===== src/rtl/sram_read_ctrl.sv =====
// sram_read_ctrl
//   Read-only controller for the 16-bit asynchronous background-image SRAM.
//   The background loader holds `reading` high and presents ADDR. This block
//   runs one timed read cycle per accepted request and returns the word on
//   DATA_OUT. It pulses SRAM_done for one cycle when the word is valid.
//   end_marker flags the all-ones end-of-image word.
//
// Ports
//   Clk         system clock, rising edge
//   Reset       asynchronous, active-high reset
//   reading     level read request from the loader
//   ADDR        word address, sampled when a request is accepted
//   DATA_OUT    last captured SRAM word (registered)
//   SRAM_done   one-cycle pulse, DATA_OUT valid in that cycle
//   end_marker  DATA_OUT is the all-ones marker word
//   SRAM_ADDR   address pins to the SRAM
//   SRAM_CE_N   chip enable, active low
//   SRAM_OE_N   output enable, active low
//   SRAM_WE_N   write enable, tied inactive
//   SRAM_UB_N   upper byte enable, follows CE_N
//   SRAM_LB_N   lower byte enable, follows CE_N
//   SRAM_DQ     SRAM data bus, never driven by this block
module sram_read_ctrl #(
    parameter int ADDR_W      = 20,
    parameter int DATA_W      = 16,
    parameter int WAIT_CYCLES = 2
) (
    input  logic              Clk,
    input  logic              Reset,
    input  logic              reading,
    input  logic [ADDR_W-1:0] ADDR,
    output logic [DATA_W-1:0] DATA_OUT,
    output logic              SRAM_done,
    output logic              end_marker,
    output logic [ADDR_W-1:0] SRAM_ADDR,
    output logic              SRAM_CE_N,
    output logic              SRAM_OE_N,
    output logic              SRAM_WE_N,
    output logic              SRAM_UB_N,
    output logic              SRAM_LB_N,
    inout  wire  [DATA_W-1:0] SRAM_DQ
);

    localparam logic [3:0] WAIT_INIT = 4'(WAIT_CYCLES);

    typedef enum logic [2:0] {
        S_IDLE,
        S_SETUP,
        S_WAIT,
        S_CAPTURE,
        S_DONE,
        S_HOLD
    } state_t;

    state_t            state;
    logic [3:0]        wait_cnt;
    logic [ADDR_W-1:0] addr_q;

    // The pin outputs are registered and set on the edge that enters each
    // state. This keeps them glitch-free. For example, CE_N falls on the
    // accepting edge, so it is already low throughout SETUP.
    always_ff @(posedge Clk or posedge Reset) begin
        if (Reset) begin
            state     <= S_IDLE;
            wait_cnt  <= '0;
            addr_q    <= '0;
            DATA_OUT  <= '0;
            SRAM_done <= 1'b0;
            SRAM_ADDR <= '0;
            SRAM_CE_N <= 1'b1;
            SRAM_OE_N <= 1'b1;
        end else begin
            SRAM_done <= 1'b0;
            case (state)
                S_IDLE: begin
                    if (reading) begin
                        addr_q    <= ADDR;
                        SRAM_ADDR <= ADDR;
                        SRAM_CE_N <= 1'b0;
                        SRAM_OE_N <= 1'b1;
                        state     <= S_SETUP;
                    end
                end
                S_SETUP: begin
                    wait_cnt  <= WAIT_INIT;
                    SRAM_ADDR <= addr_q;
                    SRAM_OE_N <= 1'b0;
                    state     <= S_WAIT;
                end
                S_WAIT: begin
                    // Loaded with WAIT_CYCLES. Leaving on the count of 1
                    // gives exactly WAIT_CYCLES cycles in this state.
                    wait_cnt <= wait_cnt - 4'd1;
                    if (wait_cnt == 4'd1) begin
                        state <= S_CAPTURE;
                    end
                end
                S_CAPTURE: begin
                    DATA_OUT  <= SRAM_DQ;
                    SRAM_CE_N <= 1'b1;
                    SRAM_OE_N <= 1'b1;
                    SRAM_done <= 1'b1;
                    state     <= S_DONE;
                end
                S_DONE: begin
                    state <= S_HOLD;
                end
                S_HOLD: begin
                    // A request that is still held high must not start a
                    // second read. Wait for the loader to drop it.
                    if (!reading) begin
                        state <= S_IDLE;
                    end
                end
                default: begin
                    SRAM_CE_N <= 1'b1;
                    SRAM_OE_N <= 1'b1;
                    state     <= S_IDLE;
                end
            endcase
        end
    end

    assign SRAM_WE_N  = 1'b1;
    assign SRAM_UB_N  = SRAM_CE_N;
    assign SRAM_LB_N  = SRAM_CE_N;
    assign SRAM_DQ    = {DATA_W{1'bz}};
    assign end_marker = (DATA_OUT == {DATA_W{1'b1}});

endmodule


===== config.mk =====
export PLATFORM = sky130hd
export DESIGN_NAME = sram_read_ctrl
export DESIGN_NICKNAME = d
export VERILOG_FILES = /design/src/rtl/sram_read_ctrl.sv
export SDC_FILE = /design/constraint.sdc
export NUM_CORES = 1
export LEC_CHECK = 0
export BUFFER_PORTS_ARGS = -buffer_cell sky130_fd_sc_hd__buf_2
export CORE_MARGIN = 5
export CORE_UTILIZATION = 35
export DETAILED_ROUTE_END_ITERATION = 10
export PLACE_DENSITY_LB_ADDON = 0.3
export SETUP_SLACK_MARGIN = 0.4
export SLEW_MARGIN = 15
export SYNTH_ARGS = -nofsm -noshare
export SYNTH_HDL_FRONTEND = slang
export SYNTH_SLANG_ARGS = --single-unit

===== constraint.sdc =====
create_clock -name Clk -period 2.3 [get_ports Clk]
set_clock_uncertainty 0.2 [all_clocks]
set_input_delay 0.115 -clock Clk [delete_from_list [all_inputs] [get_ports Clk]]
set_output_delay 0.115 -clock Clk [all_outputs]
set_load 0.01 [all_outputs]

### Word level (Yosys, flattened, before mapping)

Cells that the tools add are included.
W data, S select, Z words.

* flip-flop bits (word level): 51
* bits in latches: 0
* memory bits (writable): 0
* memory bits (read-only): 0
* input port bits: 23
* memories: 0

* add/subtract/negate cells: 1
* multipliers: 0
* div/mod/pow operators: 0
* order comparisons: 0
* equality and inequality tests: 10
* shift-type cells: 0
* muxes and demuxes: 12
* bitwise gates (word level): 2
* reduce and logical (&&, ||, !) cells: 10

Operator list (count)
* $pmux W20 S2: 1
* $mux W20: 1
* $pmux W3 S6: 1
* $eq A16 B16 Y1 const B: 1
* $mux W3: 3
* $pmux W4 S2: 1
* $reduce_and A2 Y1: 4
* $eq A3 B2 Y1 const B: 2
* $eq A3 B3 Y1 const B: 2
* $ne A2 B2 Y1 const B: 3
* $eq A4 B1 Y1 const B: 1
* $reduce_bool A2 Y1: 2
* $reduce_or A4 Y1: 1
* $sub A4 B1 Y4 const B: 1
* $eq A3 B1 Y1 const B: 1
* $logic_not A3 Y1: 1
* $mux W1: 3
* $pmux W1 S3: 1
* $reduce_and A3 Y1: 1
* $reduce_or A3 Y1: 1
* $not A1 Y1: 2
* $pmux W1 S2: 1

### Longest topological paths before layout

* word-level depth: 4
* depth in mapped cells: 5
* mapped depth without buffers: 5

### Worst setup path before layout

OpenSTA, ideal clock, no wires.

* path kind: register to register
* from: register state[1]
* to: register addr_q[0]
* setup time: 0.128 ns
* arrival time: 1.311 ns
* required time: 1.972 ns
* slack: 0.662 ns
* cell stages (with the launch flop): 5
* path buffers: 2
* cell sequence: dfrtp_1 > buf_2 > nor4b_4 > buf_4 > mux2_1

* word-level cells in the longest chain between the ends: 2

RTL lines
* start: declaration: RTL line 55 `state_t state;`
* start signal: assignment: RTL line 64 `state <= S_IDLE;`
* start signal: assignment: RTL line 81 `state <= S_SETUP;`
* start signal: assignment: RTL line 88 `state <= S_WAIT;`
* $logic_not A3 Y1: RTL line 74 `case (state)`
* $reduce_and A2 Y1 (no source line)
* end signal: assignment: RTL line 66 `addr_q <= '0;`
* end signal: assignment: RTL line 77 `addr_q <= ADDR;`
* end: declaration: RTL line 57 `logic [ADDR_W-1:0] addr_q;`

Every way passes these cells.
A chain may end at the register's enable or synchronous reset.

### Worst setup path after layout

* from: register state[1]
* to: register addr_q[2]

Same word-level chain as after synthesis.

==> metrics.md <==
| Metric | Value |
|---|---|
| Status | `completed` |
| Row count | `30` |
| Dpl cell area | `about 0.0027 mm^2` |
| Setup TNS Final | `0 ns` |
| Initial Util | `between 30% and 40%` |
| Crit share post-route | `79.3%` |
| Fin. Hold Viols | `0` |
| Top Ports | `82` |
| Synth Register Bits | `between 50 and 60` |
| Fin worst setup slack | `0.476 ns` |
| Adder-cell share of the synthesized area | `1.01%` |
| Yosys Warn Count | `0` |
| Peak supply drop | `0.530 mV` |
| CTS Buf Count | `5` |
| Critical path, cell by cell | `nor4b_4 -> buf_4 -> mux2_1` |
| Post-synthesis sequential area ratio | `approximately half` |
| Power Density | `1250 mW/mm^2` |
| Predominant post-synthesis flop cell | `dfrtp_1` |
| Final setup fails | `0` |
| Synth Area in Compound Gates | `between 10% and 20%` |
| TritonCTS sink count | `51` |
| Max Cap Violations | `0` |
| Largest area contributor in the netlist | `dfrtp_1` |
| Post-synth top cells | `49 x dfrtp_1, 38 x buf_4, 21 x a21o_1` |
| Clock Tree Root | `clkbuf_8` |
| Unrepaired setup endpoints after global routing | `yes` |
| Reg clk slew, reported paths | `0.09 ns` |
| Largest net degree at the start of global routing | `35` |
| Post-Route WL | `4910 um` |
| Die height | `94.0 um` |
| Grt ovf | `0` |
| Clock network latency to the later pin of the worst-skew pair | `0.30 ns` |
| Slowest-stage cell, CP | `dfrtp_1` |
| Layout area overhead | `23.9%` |
| Post-route cell area | `0.00306 mm^2` |
| Vias | `approximately 1700` |
| Critical Path AT | `1.81 ns` |
| CP max stage delay | `0.53 ns` |
| DRT Pass-1 Iters | `4` |
| Area share of the largest cell type after synthesis | `between 40% and 50%` |
| Largest family of logic cells by synthesized area | `compound AO/OA/AOI/OAI gates` |
| Number of global-route vias before repair | `1625` |
| Synth Instances | `208` |
| Worst min path class | `in2async` |
| CP startpoint kind | `flip-flop` |
| Synth async-reset ratio | `100%` |
| Core footprint | `0.00683 mm^2` |
| Proportion of synthesized area in mux cells | `9.12%` |
| Number of buffers added on ports | `64` |
| Crit path kind | `reg2reg` |
| CTS H-tree depth | `2` |
| Xor and xnor area share after synthesis | `0%` |
| Post-synth EDFFs | `0` |
| Crit path max fanout | `18` |
| Simple-Gate Fraction of Synth Area | `under 10%` |
| Top-count cell post-synth | `dfrtp_1` |
| Maximum buffer depth of the clock tree | `2` |
| Max Freq | `about 550 MHz` |
| Gr usage total | `between 10% and 20%` |
| Netlist cell types | `29` |
| Synthesized area | `0.00247 mm^2` |
| Dpl ws | `approximately 0.42 ns` |
| Fin. max-slew vios | `0` |
| Drt wl/cell | `~13 um` |
| Post-DRT Antenna Nets | `0` |
| DRC Markers | `0` |
| Period minus WS final | `1.82 ns` |
| Worst Path Required | `2.28 ns` |
| P_leak | `1.61 nW` |
| Gpl congestion | `0.815` |
| # fillers | `around 650` |
| Final nets | `305` |
| Die width | `94.0 um` |
| Fraction of layout cells with a size suffix above 1 | `32.1%` |
| Final core occ | `roughly 45%` |
| Top post-synthesis cells by area | `dfrtp_1 50%, buf_4 12%, mux2_1 9.1%` |
| DR iter-0 viols | `45` |
| CTS tree | `built` |
| Vias per cell | `4.59` |
| Mean Syn Cell Area | `~12 um^2` |
| Crit path capture type | `flip-flop` |
| N_diodes | `0` |
| First-pass GRT wire length | `8030 um` |
| DP HPWL | `3370 um` |
| Antenna violations before repair | `0` |
| Die area | `0.00883 mm^2` |
[layout by cell type (no fill, tap or decap), drive strengths merged, types with 2 or more instances in the layout]
master,n
a211oi,3
clkbuf,6
a21oi,6
o21ai,6
buf,75
nor4b,2
inv,6
a22o,20
nor2b,2
ha,2
dfstp,2
nand2b,3
nand2,2
nor2,4
nor3b,3
dfrtp,49
dlygate4sd3,22
a21o,21
mux2,20
conb,17
[per-stage QoR]
step	hold slack (ns)	power (mW)	std cells
2_1_floorplan	0.0497	2.79	223
3_3_place_gp	-0.0666	3.22	344
3_5_place_dp	-0.0657	3.25	344
4_1_cts	0.158	3.82	373
5_1_grt	0.173	4.14	376
6_report	0.146	3.82	376
[registers in the layout, summed over array words and instances, names as in the netlist]
register,count
SRAM_ADDR,20
addr_q,20
wait_cnt,4
state,3
DATA_OUT,1
SRAM_CE_N,1
SRAM_OE_N,1
SRAM_done,1
[repair_timing]
action	4_1_cts	5_1_grt
resized for setup	0	3
hold buffers	22	0
pin swaps	0	0
cloned	0	0
endpoints found under the setup margin	1	30
hold endpoints to repair	92	0
buffers inserted	0	3
[metal layers]
layer	vias up	share of wire, %	track usage [%]
li1	822	-	-
met1	845	44	14.8
met2	49	49	19.0
met3	8	6.1	2.40
met4	0	1.4	3.97
met5	-	0	0
[report_power, final]
group          switching, mW  total [mW]  internal (mW)
combinational          0.788        1.67          0.877
sequential             0.297        1.64           1.35
clock                  0.274       0.511          0.236
total                   1.36        3.82           2.46
[cells by family after synthesis]
group,count (synthesis)
AOI/OAI and AO/OA,61
buffers and inverters,53
DFF,51
muxes,20
and+or+nand+nor,19
adders and majority gates,2
other,2
[critical path, delay by kind of cell, from the launching register on]
family	cells	cell delay, ns
DFF	1	0.53
muxes	1	0.35
and+or+nand+nor	1	0.34
buffers and inverters	1	0.29
[path summary, 6_finish.rpt]
check / from / end / slack [ns] / depth (start not counted)
worst max-delay path: state[1] / addr_q[2] / 0.48 / 3
worst min-delay path: Reset / wait_cnt[2] / 0.15 / 3
worst max register to register: state[1] / addr_q[2] / 0.48 / 3
worst min register to register: SRAM_ADDR[16] / SRAM_ADDR[16] / 0.28 / 1
max in group asynchronous: Reset / wait_cnt[3] / 1.23 / 4
min in group Clk: SRAM_ADDR[16] / SRAM_ADDR[16] / 0.28 / 1
[cell type report]
class,count,area [um^2],share of cell area (%)
inverters,6,22.5,0.736
flip-flops and latches,51,1280,41.9
repair buffers,97,639,20.9
clock buffers,6,82.6,2.70
clock inverters,1,5.00,0.164
well taps,96,120,3.93
multi-input cells,119,908,29.7
No activity file was read; power rests on OpenSTA's default activity.
